File: config.mk
export PLATFORM = sky130hd
export DESIGN_NAME = load_store_unit
export DESIGN_NICKNAME = d
export VERILOG_FILES = /design/src/rtl/load_store_unit.sv
export SDC_FILE = /design/constraint.sdc
export NUM_CORES = 1
export LEC_CHECK = 0
export BUFFER_PORTS_ARGS = -buffer_cell sky130_fd_sc_hd__buf_4
export CORE_UTILIZATION = 50
export CTS_CLUSTER_DIAMETER = 30
export DETAILED_ROUTE_END_ITERATION = 10
export PLACE_DENSITY = 0.77
export RECOVER_POWER = 50
export SETUP_SLACK_MARGIN = 0.02
export SKIP_CTS_REPAIR_TIMING = 1
export SLEW_MARGIN = 0
export SYNTH_ARGS = -nofsm -noshare
export SYNTH_HDL_FRONTEND = slang
export SYNTH_SLANG_ARGS = --single-unit
File: constraint.sdc
create_clock -name clk -period 3.45 [get_ports clk]
set_clock_uncertainty 0.15 [all_clocks]
set_input_delay 0.1725 -clock clk [delete_from_list [all_inputs] [get_ports clk]]
set_output_delay 0.1725 -clock clk [all_outputs]
set_load 0.01 [all_outputs]
File: src/rtl/load_store_unit.sv
// ============================================================================
//  Module      : load_store_unit
//  Description : Load/store initiator for a byte-addressed data memory, with
//                sign/zero extension and optional misaligned-to-byte splitting.
//  Revision    : 1.0 - initial release
// ============================================================================
`default_nettype none

module load_store_unit #(
    parameter bit SPLIT_MISALIGNED = 1'b0
) (
    input  logic        clk,
    input  logic        reset_n,
    input  logic        req_valid,
    output logic        req_ready,
    input  logic        req_store,
    input  logic [2:0]  req_funct3,
    input  logic [31:0] req_base,
    input  logic [31:0] req_offset,
    input  logic [31:0] req_wdata,
    output logic        resp_valid,
    input  logic        resp_ready,
    output logic [31:0] resp_data,
    output logic        resp_fault,
    output logic [2:0]  mem_op,
    output logic [31:0] mem_addr,
    output logic [31:0] mem_in,
    input  logic [31:0] mem_out,
    input  logic        mem_fault
);

    typedef enum logic [1:0] {
        IDLE    = 2'd0,
        ISSUE   = 2'd1,
        CAPTURE = 2'd2,
        RESP    = 2'd3
    } state_t;

    state_t      state_q, state_d;
    logic [31:0] ea_q, ea_d;
    logic [31:0] wdata_q, wdata_d;
    logic [2:0]  f3_q, f3_d;
    logic        store_q, store_d;
    logic        split_q, split_d;
    logic [1:0]  idx_q, idx_d;
    logic [1:0]  last_q, last_d;
    logic [2:0]  op_q, op_d;
    logic [31:0] acc_q, acc_d;
    logic [31:0] mem_addr_q, mem_addr_d;
    logic [31:0] mem_in_q, mem_in_d;
    logic [31:0] resp_data_q, resp_data_d;
    logic        resp_fault_q, resp_fault_d;

    logic [31:0] w_ea;
    logic        w_invalid;
    logic        w_misal;
    logic [1:0]  w_idx_nx;
    logic [31:0] w_loaded;
    logic [31:0] w_raw;

    function automatic logic [7:0] byte_sel(input logic [31:0] w, input logic [1:0] i);
        case (i)
            2'd0:    byte_sel = w[7:0];
            2'd1:    byte_sel = w[15:8];
            2'd2:    byte_sel = w[23:16];
            default: byte_sel = w[31:24];
        endcase
    endfunction

    function automatic logic [31:0] extend(input logic [2:0] f3, input logic [31:0] raw);
        case (f3)
            3'b000:  extend = {{24{raw[7]}}, raw[7:0]};
            3'b001:  extend = {{16{raw[15]}}, raw[15:0]};
            3'b100:  extend = {24'b0, raw[7:0]};
            3'b101:  extend = {16'b0, raw[15:0]};
            default: extend = raw;
        endcase
    endfunction

    assign w_ea      = req_base + req_offset;
    assign w_invalid = req_store ? (req_funct3[2] | (req_funct3[1:0] == 2'b11))
                                 : ((req_funct3 == 3'b011) | (req_funct3[2] & req_funct3[1]));
    assign w_misal   = ((req_funct3[1:0] == 2'b01) & w_ea[0]) |
                       ((req_funct3[1:0] == 2'b10) & (w_ea[1:0] != 2'b00));
    assign w_idx_nx  = idx_q + 2'd1;

    // Merge the byte returned for the current split access into the accumulator
    always_comb begin
        w_loaded = acc_q;
        for (int k = 0; k < 4; k++) begin
            if (idx_q == 2'(k)) begin
                w_loaded[8*k +: 8] = mem_out[7:0];
            end
        end
    end

    assign w_raw = split_q ? w_loaded : mem_out;

    always_comb begin
        state_d      = state_q;
        ea_d         = ea_q;
        wdata_d      = wdata_q;
        f3_d         = f3_q;
        store_d      = store_q;
        split_d      = split_q;
        idx_d        = idx_q;
        last_d       = last_q;
        op_d         = op_q;
        acc_d        = acc_q;
        mem_addr_d   = mem_addr_q;
        mem_in_d     = mem_in_q;
        resp_data_d  = resp_data_q;
        resp_fault_d = resp_fault_q;

        case (state_q)
            IDLE: begin
                if (req_valid) begin
                    if (w_invalid || (w_misal && !SPLIT_MISALIGNED)) begin
                        resp_fault_d = 1'b1;
                        resp_data_d  = 32'h0;
                        state_d      = RESP;
                    end else begin
                        ea_d         = w_ea;
                        wdata_d      = req_wdata;
                        f3_d         = req_funct3;
                        store_d      = req_store;
                        split_d      = w_misal;
                        idx_d        = 2'd0;
                        last_d       = w_misal ? ((req_funct3[1:0] == 2'b01) ? 2'd1 : 2'd3) : 2'd0;
                        op_d         = {req_store, w_misal ? 2'b00 : req_funct3[1:0]};
                        acc_d        = 32'h0;
                        mem_addr_d   = w_ea;
                        resp_fault_d = 1'b0;
                        if (req_store) begin
                            if (w_misal || req_funct3[1:0] == 2'b00) begin
                                mem_in_d = {24'b0, req_wdata[7:0]};
                            end else if (req_funct3[1:0] == 2'b01) begin
                                mem_in_d = {16'b0, req_wdata[15:0]};
                            end else begin
                                mem_in_d = req_wdata;
                            end
                        end
                        state_d = ISSUE;
                    end
                end
            end
            ISSUE: begin
                state_d = CAPTURE;
            end
            CAPTURE: begin
                if (mem_fault) begin
                    resp_fault_d = 1'b1;
                    resp_data_d  = 32'h0;
                    state_d      = RESP;
                end else if (idx_q != last_q) begin
                    acc_d      = w_loaded;
                    idx_d      = w_idx_nx;
                    mem_addr_d = ea_q + {30'b0, w_idx_nx};
                    if (store_q) begin
                        mem_in_d = {24'b0, byte_sel(wdata_q, w_idx_nx)};
                    end
                    state_d = ISSUE;
                end else begin
                    resp_data_d = store_q ? 32'h0 : extend(f3_q, w_raw);
                    state_d     = RESP;
                end
            end
            default: begin
                if (resp_ready) begin
                    state_d = IDLE;
                end
            end
        endcase
    end

    always_ff @(posedge clk or negedge reset_n) begin
        if (!reset_n) begin
            state_q      <= IDLE;
            ea_q         <= 32'h0;
            wdata_q      <= 32'h0;
            f3_q         <= 3'b000;
            store_q      <= 1'b0;
            split_q      <= 1'b0;
            idx_q        <= 2'd0;
            last_q       <= 2'd0;
            op_q         <= 3'b000;
            acc_q        <= 32'h0;
            mem_addr_q   <= 32'h0;
            mem_in_q     <= 32'h0;
            resp_data_q  <= 32'h0;
            resp_fault_q <= 1'b0;
        end else begin
            state_q      <= state_d;
            ea_q         <= ea_d;
            wdata_q      <= wdata_d;
            f3_q         <= f3_d;
            store_q      <= store_d;
            split_q      <= split_d;
            idx_q        <= idx_d;
            last_q       <= last_d;
            op_q         <= op_d;
            acc_q        <= acc_d;
            mem_addr_q   <= mem_addr_d;
            mem_in_q     <= mem_in_d;
            resp_data_q  <= resp_data_d;
            resp_fault_q <= resp_fault_d;
        end
    end

    // Opcode is gated by state so an async reset drops it to a byte read at once
    assign mem_op     = (state_q == ISSUE) ? op_q : 3'b000;
    assign mem_addr   = mem_addr_q;
    assign mem_in     = mem_in_q;
    assign req_ready  = (state_q == IDLE);
    assign resp_valid = (state_q == RESP);
    assign resp_data  = resp_data_q;
    assign resp_fault = resp_fault_q;

endmodule

`default_nettype wire

==> flow_summary.toml, run 1 <==
[run_status]
status = "finished with violations"
violated_checks = "hold timing, capacitance limit, slew limit"

[sta]
timing_worst_slew_pin_value_ps = 2540
rsz0062_at_grt = "no"
maxClockFrequency_mhz = 325
final_min_period_over_clock_period_pct = 89.3
max-slew-margin-rel_pct = -69.6
maxSlewViolCount = 101
period_minus_slack_ps = 3080
timing.final.setup_violations = 0
hold_viol_final = 2
postLayoutSetupSlackWorst_ps = 370
fin_worst_hold_slack_ps = -12.9
finalSetupTns_ps = 0

[yosys]
synthesized_area_fraction_occupied_by_ao_oa_aoi_and_oai_cells_pct = 20.7
synth_top_cell_by_area = "sky130_fd_sc_hd__dfrtp_1"
ys_top_cells_by_area = "sky130_fd_sc_hd__dfrtp_1 43%, sky130_fd_sc_hd__nand2_1 11%, sky130_fd_sc_hd__o21ai_0 6.0%, sky130_fd_sc_hd__ha_1 4.8%, sky130_fd_sc_hd__a21oi_1 3.9%"
yosysTopAreaCellShare_pct = 43.4
post_synth_fa_ha_maj_area_fraction_pct = 5.11
yosys_warnings = 0
most_frequently_used_flop_master_after_synthesis = "sky130_fd_sc_hd__dfrtp_1"
synth_enable_flop_cells = 0
synth-async-reset-ratio_pct = 100
synth-seq-cells = 205
syn_avg_cell_area_um2 = 8.49
synthMuxAreaShare_pct = 2.91
synth_top_family_by_area = "compound AO/OA/AOI/OAI gates"
share_of_the_yosys_chip_area_belonging_to_registers_pct = 43.4
synth_cell_type_count = 66
syn-cell-area_um2 = 11800
synth_nets = 1576
synth-xor-area-share_pct = 3.78
syn_inst = 1392
yosys.area_share.simple_pct = 20.3

[detailed_routing]
via_count = 11600
wl_met3_um = 2600
post_route_ant_nets = 0
drt_iter0_drc = 1031
detail_route.first_pass.iterations = 7
viasPerCell = 5.75
routed_wl_um = 35900
met2RoutedLength_um = 16800
routed_wire_length_per_instance_um = 17.8
wl_met1_um = 15300
drc = 0
topRoutingLayerUsed = "met4"

[floorplan]
fp.dieW_um = 156
placementRows = 55
num_io_pins = 239
dieArea_um2 = 24200
core_um2 = 22900
initial_core_utilization_pct = 51.5
die_height_um = 156

[grt]
grt_antenna_before_repair = 1
grt_first_pass_wirelength_um = 53700
globalRoute.totalOverflow = 0
grt_pass1_vias = 10600
grt_start_max_net_pins = 102
global_route.usage.total_pct = 27.8

[run]
cap_viol_max_count = 1

[final_layout]
area_growth_pct = 31.3
layout.filler_cells = 1872
layout.cells.most_common = "sky130_fd_sc_hd__nand2_1"
ratio_of_cells_with_drive_above_1_in_the_final_layout_pct = 15.4
mostFrequentLayoutCells = "336 x sky130_fd_sc_hd__nand2_1, 205 x sky130_fd_sc_hd__dfrtp_1, 163 x sky130_fd_sc_hd__buf_4"
finish.net_count = 1858

[setup_path]
slowest_stage = "sky130_fd_sc_hd__dfrtp_1"
critPathCaptureType = "flip-flop"
worst_setup_path_start_kind = "flip-flop"
critical_path.max_stage_delay_ps = 430
worst-endpoint-required_ps = 3720
cp_max_fo = 7
class_of_the_most_critical_setup_path = "reg2reg"
worst-endpoint-arrival_ps = 3350
timing.critical_path.cells = "inv_1 -> ha_1 -> ha_1 -> a21oi_1 -> nor3_1 -> buf_4 -> nand4_1 -> or3_1 -> a21oi_1 -> a31oi_1 -> o221ai_1"

[min_path]
holdCritPathClass = "in2reg"

[clocking]
insertion_delay_ps = 520
number_of_h_tree_levels = 2
cts_root_buffer = "sky130_fd_sc_hd__clkbuf_16"
ctsLongestPathBuffers = 3
cts_made_buffers = 40
clkSlewWorstSetupHoldPaths_ps = 60
cts_tree = "done"
cts.sinks = 205

[power_and_ir_drop]
power.ir.vdd_worst_uv = 496
power.density_cell_area_nw_per_um2 = 836
power.static_leakage_nw = 7.23

[placed_design]
io_buffer_count = 238
gp_congestion = 0.887
place.detailed.hpwl_um = 23400
preCtsSetupSlack_ps = 249
per-stage QoR:
step / instance area (um2) / power (mW) / util (%) / std cells / hold slack, ps
CTS: 15200 / 13.1 / 66.5 / 1952 / -360
global route: 15500 / 13.7 / 67.7 / 2018 / 24.9
detailed placement: 13900 / 9.34 / 60.7 / 1880 / 170
global placement: 13900 / 9.18 / 60.7 / 1880 / 175
floorplan: 11800 / 7.27 / - / 1392 / -273
finish: 15500 / 13.0 / 67.7 / 2019 / -12.9
critical path, delay by kind of cell (launching register included):
kind / cells / cell delay [ps]
AOI/OAI and AO/OA: 4 / 560
adders and majority gates: 2 / 640
and+or+nand+nor: 3 / 860
buffers and inverters: 2 / 340
DFF: 1 / 430
cell usage after synthesis (27+ instances only):
cell type,number
sky130_fd_sc_hd__clkbuf_1,68
sky130_fd_sc_hd__dfrtp_1,205
sky130_fd_sc_hd__nor2_1,56
sky130_fd_sc_hd__o21ai_0,142
sky130_fd_sc_hd__ha_1,45
sky130_fd_sc_hd__a31oi_1,32
sky130_fd_sc_hd__a22o_1,33
sky130_fd_sc_hd__nand2_1,336
sky130_fd_sc_hd__nor2b_1,27
sky130_fd_sc_hd__a21oi_1,92
sky130_fd_sc_hd__nand3_1,50
sky130_fd_sc_hd__xnor2_1,32
where the power goes:
| group | switching [mW] | internal, mW | total [mW] |
|---|---|---|---|
| clock network | 1.36 | 2.38 | 3.74 |
| registers | 0.826 | 3.39 | 4.21 |
| logic | 3.14 | 1.87 | 5.01 |
| total | 5.33 | 7.64 | 13.0 |
state kept, by name, indices dropped and copies added (netlist names), 3 cells and up:
name,count
acc_q,32
ea_q,32
f3_q,3
mem_addr,32
mem_in,32
resp_data,32
wdata_q,32
metal layers:
layer  GRT usage (%)  vias to the layer above
met5               0                        -
met4            9.76                        0
met3            4.69                      107
met2            44.3                      564
met1            38.3                     5451
li1                -                     5481
final timing paths:
path | slack, ps | cells past startpoint | from | end
setup / recovery | 370 | 11 | idx_q[1] | mem_addr[29]
setup reg to reg | 370 | 11 | idx_q[1] | mem_addr[29]
hold reg to reg | 310 | 2 | mem_in[19] | mem_in[19]
min in group asynchronous | 830 | 2 | reset_n | resp_data[12]
max in group asynchronous | 760 | 3 | reset_n | mem_addr[13]
hold / removal | -10 | 5 | req_offset[30] | ea_q[31]
logic make-up after synthesis:
| kind of cell | count (synthesis) |
|---|---|
| DFF | 205 |
| and+or+nand+nor | 549 |
| xor gates and xnor gates | 51 |
| muxes | 33 |
| AOI/OAI and AO/OA | 394 |
| buffers and inverters | 113 |
| adders and majority gates | 47 |
layout make-up:
class,count,area (um2),area share (%)
diodes,2,5.00,0.0323
clock buffers,50,1100,7.09
clock inverters,22,221,1.43
inverters,23,86.3,0.557
multi-input cells,1074,6250,40.3
flip-flops and latches,205,5130,33.1
well taps,313,392,2.52
repair buffers,330,2320,15.0
No activity file was read; power rests on OpenSTA's default activity.
==> inputs of run 2 (changes only) <==
--- a/config.mk
+++ b/config.mk
@@ -6,10 +6,10 @@
 export NUM_CORES = 1
 export LEC_CHECK = 0
 export BUFFER_PORTS_ARGS = -buffer_cell sky130_fd_sc_hd__buf_4
-export CORE_UTILIZATION = 50
+export CORE_UTILIZATION = 30
 export CTS_CLUSTER_DIAMETER = 30
 export DETAILED_ROUTE_END_ITERATION = 10
-export PLACE_DENSITY = 0.77
+export PLACE_DENSITY = 0.52
 export RECOVER_POWER = 50
 export SETUP_SLACK_MARGIN = 0.02
 export SKIP_CTS_REPAIR_TIMING = 1
==> run 2 against run 1 <==
Against the previous run:
- the run still ends with hold timing, capacitance limit, slew limit left
- die area increased by 66%
- setup slack improved by 29 ps
- hold slack got worse by 43 ps
- wire length increased by 11%
- register-to-register slack improved by 30 ps
- combinational power increased by 3%
- first-iteration DRC count decreased by 24%
- critical path depth decreased by 1
- clock power increased by 54%
- count of clock-buffer cells in the layout increased by 28
- critical endpoint is now mem_addr[24]
- highest routed layer unchanged
==> flow_summary.toml, run 2 (synthesis gave the netlist of run 1 again) <==
[sta]
maxClockFrequency_mhz = 328
maxSlewViolCount = 95
rsz0062_at_grt = "no"
max-slew-margin-rel_pct = -73.3
timing.final.setup_violations = 0
timing_worst_slew_pin_value_ps = 2600
hold_viol_final = 3
finalSetupTns_ps = 0
final_min_period_over_clock_period_pct = 88.4
fin_worst_hold_slack_ps = -55.9
period_minus_slack_ps = 3050

[detailed_routing]
detail_route.first_pass.iterations = 5
routed_wire_length_per_instance_um = 17.5
drt_iter0_drc = 787
via_count = 11300
post_route_ant_nets = 0
routed_wl_um = 39700
viasPerCell = 4.99
drc = 0

[floorplan]
core_um2 = 38700
placementRows = 72
dieArea_um2 = 40200
die_height_um = 200
num_io_pins = 239
initial_core_utilization_pct = 30.5
fp.dieW_um = 200

[final_layout]
n_antenna_cell = 0
utilization_pct = 43.3
area_growth_pct = 41.9
finish.net_count = 1891
multi_input_area_um2 = 6260
layout.cells.most_common = "sky130_fd_sc_hd__nand2_1"
final-seq-area_um2 = 5130
layout.filler_cells = 3892
mostFrequentLayoutCells = "336 x sky130_fd_sc_hd__nand2_1, 205 x sky130_fd_sc_hd__dfrtp_1, 189 x sky130_fd_sc_hd__buf_4"
ratio_of_cells_with_drive_above_1_in_the_final_layout_pct = 18.3

[grt]
grt_first_pass_wirelength_um = 62000
grt_antenna_before_repair = 0
global_route.usage.total_pct = 19.3
globalRoute.totalOverflow = 0
grt_start_max_net_pins = 96
grt_pass1_vias = 10800

[run_status]
status = "finished with violations"
violated_checks = "hold timing, capacitance limit, slew limit"

[placed_design]
gp_congestion = 0.851
io_buffer_count = 238
place.detailed.hpwl_um = 27600

[clocking]
cts_made_buffers = 58
insertion_delay_ps = 560
cts_tree = "done"
ctsLongestPathBuffers = 3
cts.sinks = 205
clkSlewWorstSetupHoldPaths_ps = 40
number_of_h_tree_levels = 2
cts_root_buffer = "sky130_fd_sc_hd__clkbuf_16"

[power_and_ir_drop]
power.ir.vdd_worst_uv = 409
power_mw = 15.1
p_switching_mw = 5.55
cellInternalPower_mw = 9.59
portion_of_total_power_attributed_to_combinational_logic_pct = 34.0
power.density_cell_area_nw_per_um2 = 904
sequentialPowerShare_pct = 27.8
power.clock.fraction_pct = 38.1
power.share.switching_pct = 36.7
power.static_leakage_nw = 7.77

[setup_path]
worst-endpoint-required_ps = 3770
cp_max_fo = 5
critPathCaptureType = "flip-flop"
class_of_the_most_critical_setup_path = "reg2reg"
worst_setup_path_start_kind = "flip-flop"
worst-endpoint-arrival_ps = 3370

[min_path]
holdCritPathClass = "in2reg"

[run]
cap_viol_max_count = 1
[run 2: cell types whose count changed in the layout (fill, tap and decap cells not counted), moves of 2 or more]
cell / delta
sky130_fd_sc_hd__clkinv_2: +6
sky130_fd_sc_hd__inv_6: -3
sky130_fd_sc_hd__clkbuf_8: +6
sky130_fd_sc_hd__clkbuf_16: +17
sky130_fd_sc_hd__diode_2: -2
sky130_fd_sc_hd__clkbuf_2: +2
sky130_fd_sc_hd__clkbuf_1: -15
sky130_fd_sc_hd__inv_8: -2
sky130_fd_sc_hd__dlygate4sd3_1: +8
sky130_fd_sc_hd__clkinv_4: -2
sky130_fd_sc_hd__clkinv_8: -3
sky130_fd_sc_hd__buf_4: +26
sky130_fd_sc_hd__bufinv_16: +12
[run 2: power by group through the flow]
stage	clock network, mW	logic [mW]	registers (mW)
after floorplan	0	3.13	4.14
after global placement	0	5.27	4.22
after detailed placement	0	5.33	4.23
after CTS	5.86	5.34	4.22
after global routing	6.00	5.77	4.35
final	5.77	5.16	4.22
[run 2: area by class of cell]
class                   count  share of cell area [%]
multi-input cells        1074                    37.3
flip-flops and latches    205                    30.6
repair buffers            345                    15.0
clock buffers              78                    9.71
well taps                 518                    3.87
clock inverters            30                    2.96
inverters                  23                   0.515
[run 2: stage by stage]
step,std cells,area [um2],worst slack (ps)
2_1_floorplan,1392,11800,522
3_3_place_gp,2092,14200,234
3_5_place_dp,2092,14200,180
4_1_cts,2200,16300,379
5_1_grt,2273,16800,33.1
6_report,2273,16800,399
[run 2: metal layers]
layer  vias to the layer above  track usage, %  share of wire (%)
met1                      5358            28.1                 48
li1                       5541               -                  -
met2                       378            28.9                 44
met5                         -               0                  0
met3                        70            3.47                5.5
met4                         0            6.03                2.5
[run 2: final timing paths]
check	start	end	slack (ps)	depth (start not counted)
worst min-delay path	req_offset[30]	mem_addr[31]	-60	5
max in group asynchronous	reset_n	ea_q[6]	740	3
worst min register to register	mem_in[22]	mem_in[22]	310	2
worst max register to register	idx_q[1]	mem_addr[24]	400	10
min in group asynchronous	reset_n	resp_data[3]	770	2
worst max-delay path	idx_q[1]	mem_addr[24]	400	10
[run 2: worst max-delay path, cell delays in order (launching register included)]
cell and delay [ps]:
sky130_fd_sc_hd__dfrtp_1 410, sky130_fd_sc_hd__inv_1 130, sky130_fd_sc_hd__ha_1 360, sky130_fd_sc_hd__fa_1 230
sky130_fd_sc_hd__and3_1 230, sky130_fd_sc_hd__nand4_1 210, sky130_fd_sc_hd__or3_1 430, sky130_fd_sc_hd__or4_1 410
sky130_fd_sc_hd__a21oi_1 190, sky130_fd_sc_hd__a31oi_1 60, sky130_fd_sc_hd__o21ai_0 160
